**src/rtl/fetch_ctrl.sv**
```systemverilog
// Instruction fetch sequencer: issues word-aligned fetches under a credit limit and
// buffers returned words with their PCs. Optional build macro FETCH_BYPASS_EN forwards a response straight to decode when the buffer is empty.
module fetch_ctrl #(
    parameter int unsigned     XLEN       = 32,
    parameter logic [XLEN-1:0] RESET_PC   = '0,
    parameter int unsigned     FIFO_DEPTH = 2,
    parameter int unsigned     MAX_OUTSTD = 2
) (
    input  logic            clk,
    input  logic            rst_n,
    input  logic            PCSrcE,
    input  logic [XLEN-1:0] PCTargetE,
    input  logic            StallF,
    output logic            i_req,
    output logic [XLEN-1:0] i_addr,
    input  logic            i_gnt,
    input  logic            i_rvalid,
    input  logic [31:0]     i_rdata,
    output logic [31:0]     InstrF,
    output logic [XLEN-1:0] PCF,
    output logic [XLEN-1:0] PCPlus4F,
    output logic            ValidF
);

    localparam int unsigned     PTR_W       = (FIFO_DEPTH > 1) ? $clog2(FIFO_DEPTH) : 1;
    localparam int unsigned     CNT_W       = $clog2(FIFO_DEPTH + 1);
    localparam logic [31:0]     NOP         = 32'h0000_0013;
    localparam logic [XLEN-1:0] PC_STEP     = XLEN'(4);
    localparam logic [XLEN-1:0] RESET_PC_AL = {RESET_PC[XLEN-1:2], 2'b00};

    typedef struct packed {
        logic [XLEN-1:0] pc;
        logic [31:0]     instr;
    } entry_t;

    entry_t           mem [FIFO_DEPTH];
    logic [XLEN-1:0]  fpc;
    logic [XLEN-1:0]  rpc;
    logic [CNT_W-1:0] outstd;
    logic [CNT_W-1:0] drop;
    logic [CNT_W-1:0] count;
    logic [PTR_W-1:0] wptr;
    logic [PTR_W-1:0] rptr;

    logic [CNT_W:0]   inflight;
    logic [XLEN-1:0]  tgt_al;
    logic             gnt;
    logic             rsp;
    logic             rsp_live;
    logic             head_valid;
    logic             byp;
    logic             push;
    logic             pop;
    entry_t           head;
    logic             unused_tgt_lsb;

    assign unused_tgt_lsb = ^PCTargetE[1:0];

    // Issue credit, response classification and head selection.
    always_comb begin
        tgt_al     = {PCTargetE[XLEN-1:2], 2'b00};
        inflight   = (CNT_W+1)'(outstd) + (CNT_W+1)'(count);
        i_req      = rst_n && !PCSrcE
                     && (outstd < CNT_W'(MAX_OUTSTD))
                     && (inflight < (CNT_W+1)'(FIFO_DEPTH));
        i_addr     = fpc;
        gnt        = i_req && i_gnt;
        rsp        = i_rvalid && (outstd != '0);
        rsp_live   = rsp && (drop == '0) && !PCSrcE;
        head_valid = (count != '0);
`ifdef FETCH_BYPASS_EN
        byp        = rsp_live && !head_valid;
`else
        byp        = 1'b0;
`endif
        pop        = head_valid && !StallF && !PCSrcE;
        // A bypassed word that decode takes right away never enters the buffer.
        push       = rsp_live && !(byp && !StallF);
        head       = byp ? {rpc, i_rdata} : mem[rptr];
        ValidF     = head_valid || byp;
        InstrF     = ValidF ? head.instr : NOP;
        PCF        = ValidF ? head.pc : '0;
        PCPlus4F   = PCF + PC_STEP;
    end

    // Fetch/response PCs, in-flight accounting and buffer pointers.
    always_ff @(posedge clk or negedge rst_n) begin
        if (!rst_n) begin
            fpc    <= RESET_PC_AL;
            rpc    <= RESET_PC_AL;
            outstd <= '0;
            drop   <= '0;
            count  <= '0;
            wptr   <= '0;
            rptr   <= '0;
        end else if (PCSrcE) begin
            // Everything still in flight, less a response landing now, is stale.
            fpc    <= tgt_al;
            rpc    <= tgt_al;
            outstd <= outstd - CNT_W'(rsp);
            drop   <= outstd - CNT_W'(rsp);
            count  <= '0;
            wptr   <= '0;
            rptr   <= '0;
        end else begin
            if (gnt) begin
                fpc <= fpc + PC_STEP;
            end
            if (rsp_live) begin
                rpc <= rpc + PC_STEP;
            end
            outstd <= outstd + CNT_W'(gnt) - CNT_W'(rsp);
            if (rsp && (drop != '0)) begin
                drop <= drop - CNT_W'(1);
            end
            if (push) begin
                wptr <= wptr + PTR_W'(1);
            end
            if (pop) begin
                rptr <= rptr + PTR_W'(1);
            end
            count <= count + CNT_W'(push) - CNT_W'(pop);
        end
    end

    // Buffer storage; contents need no reset since count gates visibility.
    always_ff @(posedge clk) begin
        if (push) begin
            mem[wptr] <= {rpc, i_rdata};
        end
    end

    // A response with nothing in flight is a bus protocol violation.
    a_rvalid_without_req : assert property (
        @(posedge clk) disable iff (!rst_n) !(i_rvalid && (outstd == '0))
    );

endmodule

```
**config.mk**
```make
export PLATFORM = sky130hd
export DESIGN_NAME = fetch_ctrl
export DESIGN_NICKNAME = d
export VERILOG_FILES = /design/src/rtl/fetch_ctrl.sv
export SDC_FILE = /design/constraint.sdc
export NUM_CORES = 1
export LEC_CHECK = 0
export ABC_AREA = 1
export ABC_CLOCK_PERIOD_IN_PS = 4500
export BUFFER_PORTS_ARGS = -buffer_cell sky130_fd_sc_hd__buf_2
export CORE_MARGIN = 4
export CORE_UTILIZATION = 51
export CTS_BUF_LIST = sky130_fd_sc_hd__clkbuf_16
export DETAILED_ROUTE_END_ITERATION = 16
export PLACE_DENSITY = 0.77
export SYNTH_ARGS = -nofsm -noshare
export SYNTH_HDL_FRONTEND = slang
export SYNTH_SLANG_ARGS = --single-unit
```
**constraint.sdc**
```tcl
create_clock -name clk -period 4.5 [get_ports clk]
set_clock_uncertainty 0.2 [all_clocks]
set_input_delay 0.45 -clock clk [delete_from_list [all_inputs] [get_ports clk]]
set_output_delay 0.45 -clock clk [all_outputs]
set_load 0.02 [all_outputs]
```
==> impl_metrics.tcl <==
set metrics [dict create \
    synth_ff_type "edfxtp_1" \
    clock-sinks 192 \
    rsz0062_at_grt "false" \
    critPathLaunch "rptr" \
    cts_max_level 4 \
    clk_pin_slew_ps 80 \
    pre_cts_ws_ps 1130 \
    root_buffer "clkbuf_16" \
    cts_tree "done" \
    regArea_um2 5430 \
    grt_max_degree 69 \
    min_path_type "in2reg" \
    viasPerCell 5.19 \
    fin_setup_tns_ps 0 \
    die_x_um 151 \
    synth_top_area_share_pct 35.7 \
    clock_latency_ps 440 \
    synth_top_family_by_area "simple AND/OR/NAND/NOR gates" \
    finalHoldViolCount 0 \
    first_pass_iters 5 \
    antenna_found_initial 0 \
    grt_pass1_vias 8620 \
    slew_violations 0 \
    p_per_area_nw_per_um2 450 \
    synth_area_leader_cell "edfxtp_1" \
    async_flop_share_pct 35.4 \
    ys_warn_count 0 \
    drive_above_1_share_pct 18.3 \
    postRouteAntennaNets 0 \
    wirelength_um 27200 \
    min_period_ps 3830 \
    period_share_pct 85.1 \
    syn-cell-area_um2 10400 \
    max-slew-margin-rel_pct 40.7 \
    endpoint "PCPlus4F[13]" \
    yosys-top-cells-count "nand2_1, nor2_1, edfxtp_1" \
    r2r_cells 11 \
    overflow 0 \
    synth-seq-cells 192 \
    start_kind "flip-flop" \
    setup_viol 0 \
    status "finished clean" \
    max_freq_mhz 261 \
    grt_pass1_wl_um 43400 \
    cp.arrival_ps 3180 \
    multi_input_area_um2 4340 \
    avgRoutedWirePerCell_um 15.3 \
    synth_edf_count 124 \
    initial_core_util_pct 51.7 \
    io_pins 200 \
    peakVddDrop_mv 0.297 \
    rows 52 \
    die_h_um 151 \
    gp_congestion 1.01 \
    tightest_slew_ps 889 \
    critical_path_class "reg2out" \
    via_count 9240 \
    end_kind "output pin" \
    r2r_start "outstd[0]" \
    crit_fanout 35 \
    cts_resized 0 \
    synth.avg_cell_area_um2 8.12 \
    cap_violations 0 \
    die_area_um2 22800 \
    synth_xor_area_share_pct 2.94 \
    antenna_cells 0 \
    fin_util_pct 62.1 \
    grtUsageTotal_pct 24.2 \
    synthAdderAreaFrac_pct 1.27 \
    cts_hold_buffers 31 \
    finalPower_mw 5.64 \
    drt-initial-drc-count 686 \
    synth-compound-area-share_pct 6.11 \
    r2r_setup_slack_ps 1430 \
    yosys.area_share.simple_pct 30.9 \
    dp_hpwl_um 19300 \
    worstPathRequired_ps 3850 \
    drc 0 \
    reg2reg_to "outstd[1]" \
    synth_area_leaders "edfxtp_1, nand2_1, dfrtp_1" \
    nFillCells 1698 \
    netlist_instances 1284 \
    ys_seq_area_share_pct 52.0 \
    area_growth_syn_to_layout_pct 20.1 \
    power_leakage_nw 5.76 \
    fp.coreArea_um2 20200 \
    port_buffers 191 \
    yosys.cell_types.count 39 \
    post_cts_buffers 0 \
    clk_path_buf_depth 2 \
    numCtsBuffers 17 \
    muxShareOfSynthArea_pct 0 \
    finalWorstSetupSlack_ps 669 \
    yosysMostFrequentCell "nand2_1" \
    final_nets 1578 \
]
worst max-delay path: stages, from the launching register on:
cell and delay, ps:
dfrtp_2 790, clkinv_1 620, buf_4 370, nand2_1 70
nand2_1 100, nand3_1 150, nor2_2 80, nand2_1 170
nor2_2 80, xor2_1 130, buf_2 180
state kept, by name, indices dropped and copies added, names as in the netlist:
| register | count |
|---|---|
| count | 2 |
| drop | 2 |
| i_addr | 30 |
| mem | 124 |
| outstd | 2 |
| rpc | 30 |
| rptr | 1 |
| wptr | 1 |
layout make-up:
cell class / instances / area share, %
sequential: 192 / 43.3
multi-input combinational: 931 / 34.6
timing repair buffer: 234 / 11.0
inverter: 122 / 3.66
clock buffer: 17 / 3.40
tap: 270 / 2.70
clock inverter: 15 / 1.27
worst min path at each step:
stage / to / cells after the start / start
global placement: drop[1] / 2 / drop[1]
detailed placement: drop[1] / 2 / drop[1]
global route: rpc[25] / 3 / PCTargetE[25]
finish: rpc[25] / 3 / PCTargetE[25]
CTS: mem[0][0] / 1 / i_rdata[0]
floorplan: count[0] / 0 / rst_n
power breakdown:
part	internal, mW	total, mW	switching (mW)
Clock	0.792	1.51	0.714
Combinational	0.546	1.75	1.20
Sequential	2.13	2.39	0.256
logic make-up after synthesis:
| logic type | Yosys count |
|---|---|
| AND/OR/NAND/NOR | 769 |
| flip-flops | 192 |
| buffers and inverters | 166 |
| AO/OA/AOI/OAI | 111 |
| XOR/XNOR | 35 |
| adder cells (fa/ha/maj) | 10 |
| other | 1 |
per-layer routing:
metal / track usage [%] / vias up / routed length, um
li1: - / 4601 / -
met1: 32.6 / 4234 / 11600
met2: 40.7 / 364 / 13000
met3: 4.01 / 41 / 1960
met4: 7.21 / 0 / 565
met5: 0 / - / 0
cells in the final DEF (no fill, tap or decap), types with 4 or more instances in the layout:
cell / instances
nand3b_1: 7
nor2_2: 14
nor3_1: 11
inv_2: 5
nand2_1: 454
conb_1: 6
inv_8: 5
inv_6: 7
xnor2_1: 5
buf_2: 191
or2_2: 4
clkbuf_16: 17
edfxtp_1: 124
nand2_2: 9
o21bai_1: 5
o21ai_0: 24
nand3_1: 123
nand4_1: 14
xor2_1: 30
dfrtp_1: 67
buf_4: 9
inv_1: 116
nor2_1: 125
ha_1: 9
a21oi_1: 53
dlygate4sd3_1: 32
o211ai_1: 17
stage by stage:
step / cells / area [um^2] / hold slack [ps]
4_1_cts: 1780 / 12500 / 1.43
6_report: 1781 / 12500 / 49.3
5_1_grt: 1781 / 12500 / 51.1
2_1_floorplan: 1289 / 10500 / -45.6
3_5_place_dp: 1717 / 11600 / 335
3_3_place_gp: 1717 / 11600 / 323
(Power assumes the default switching activity.)
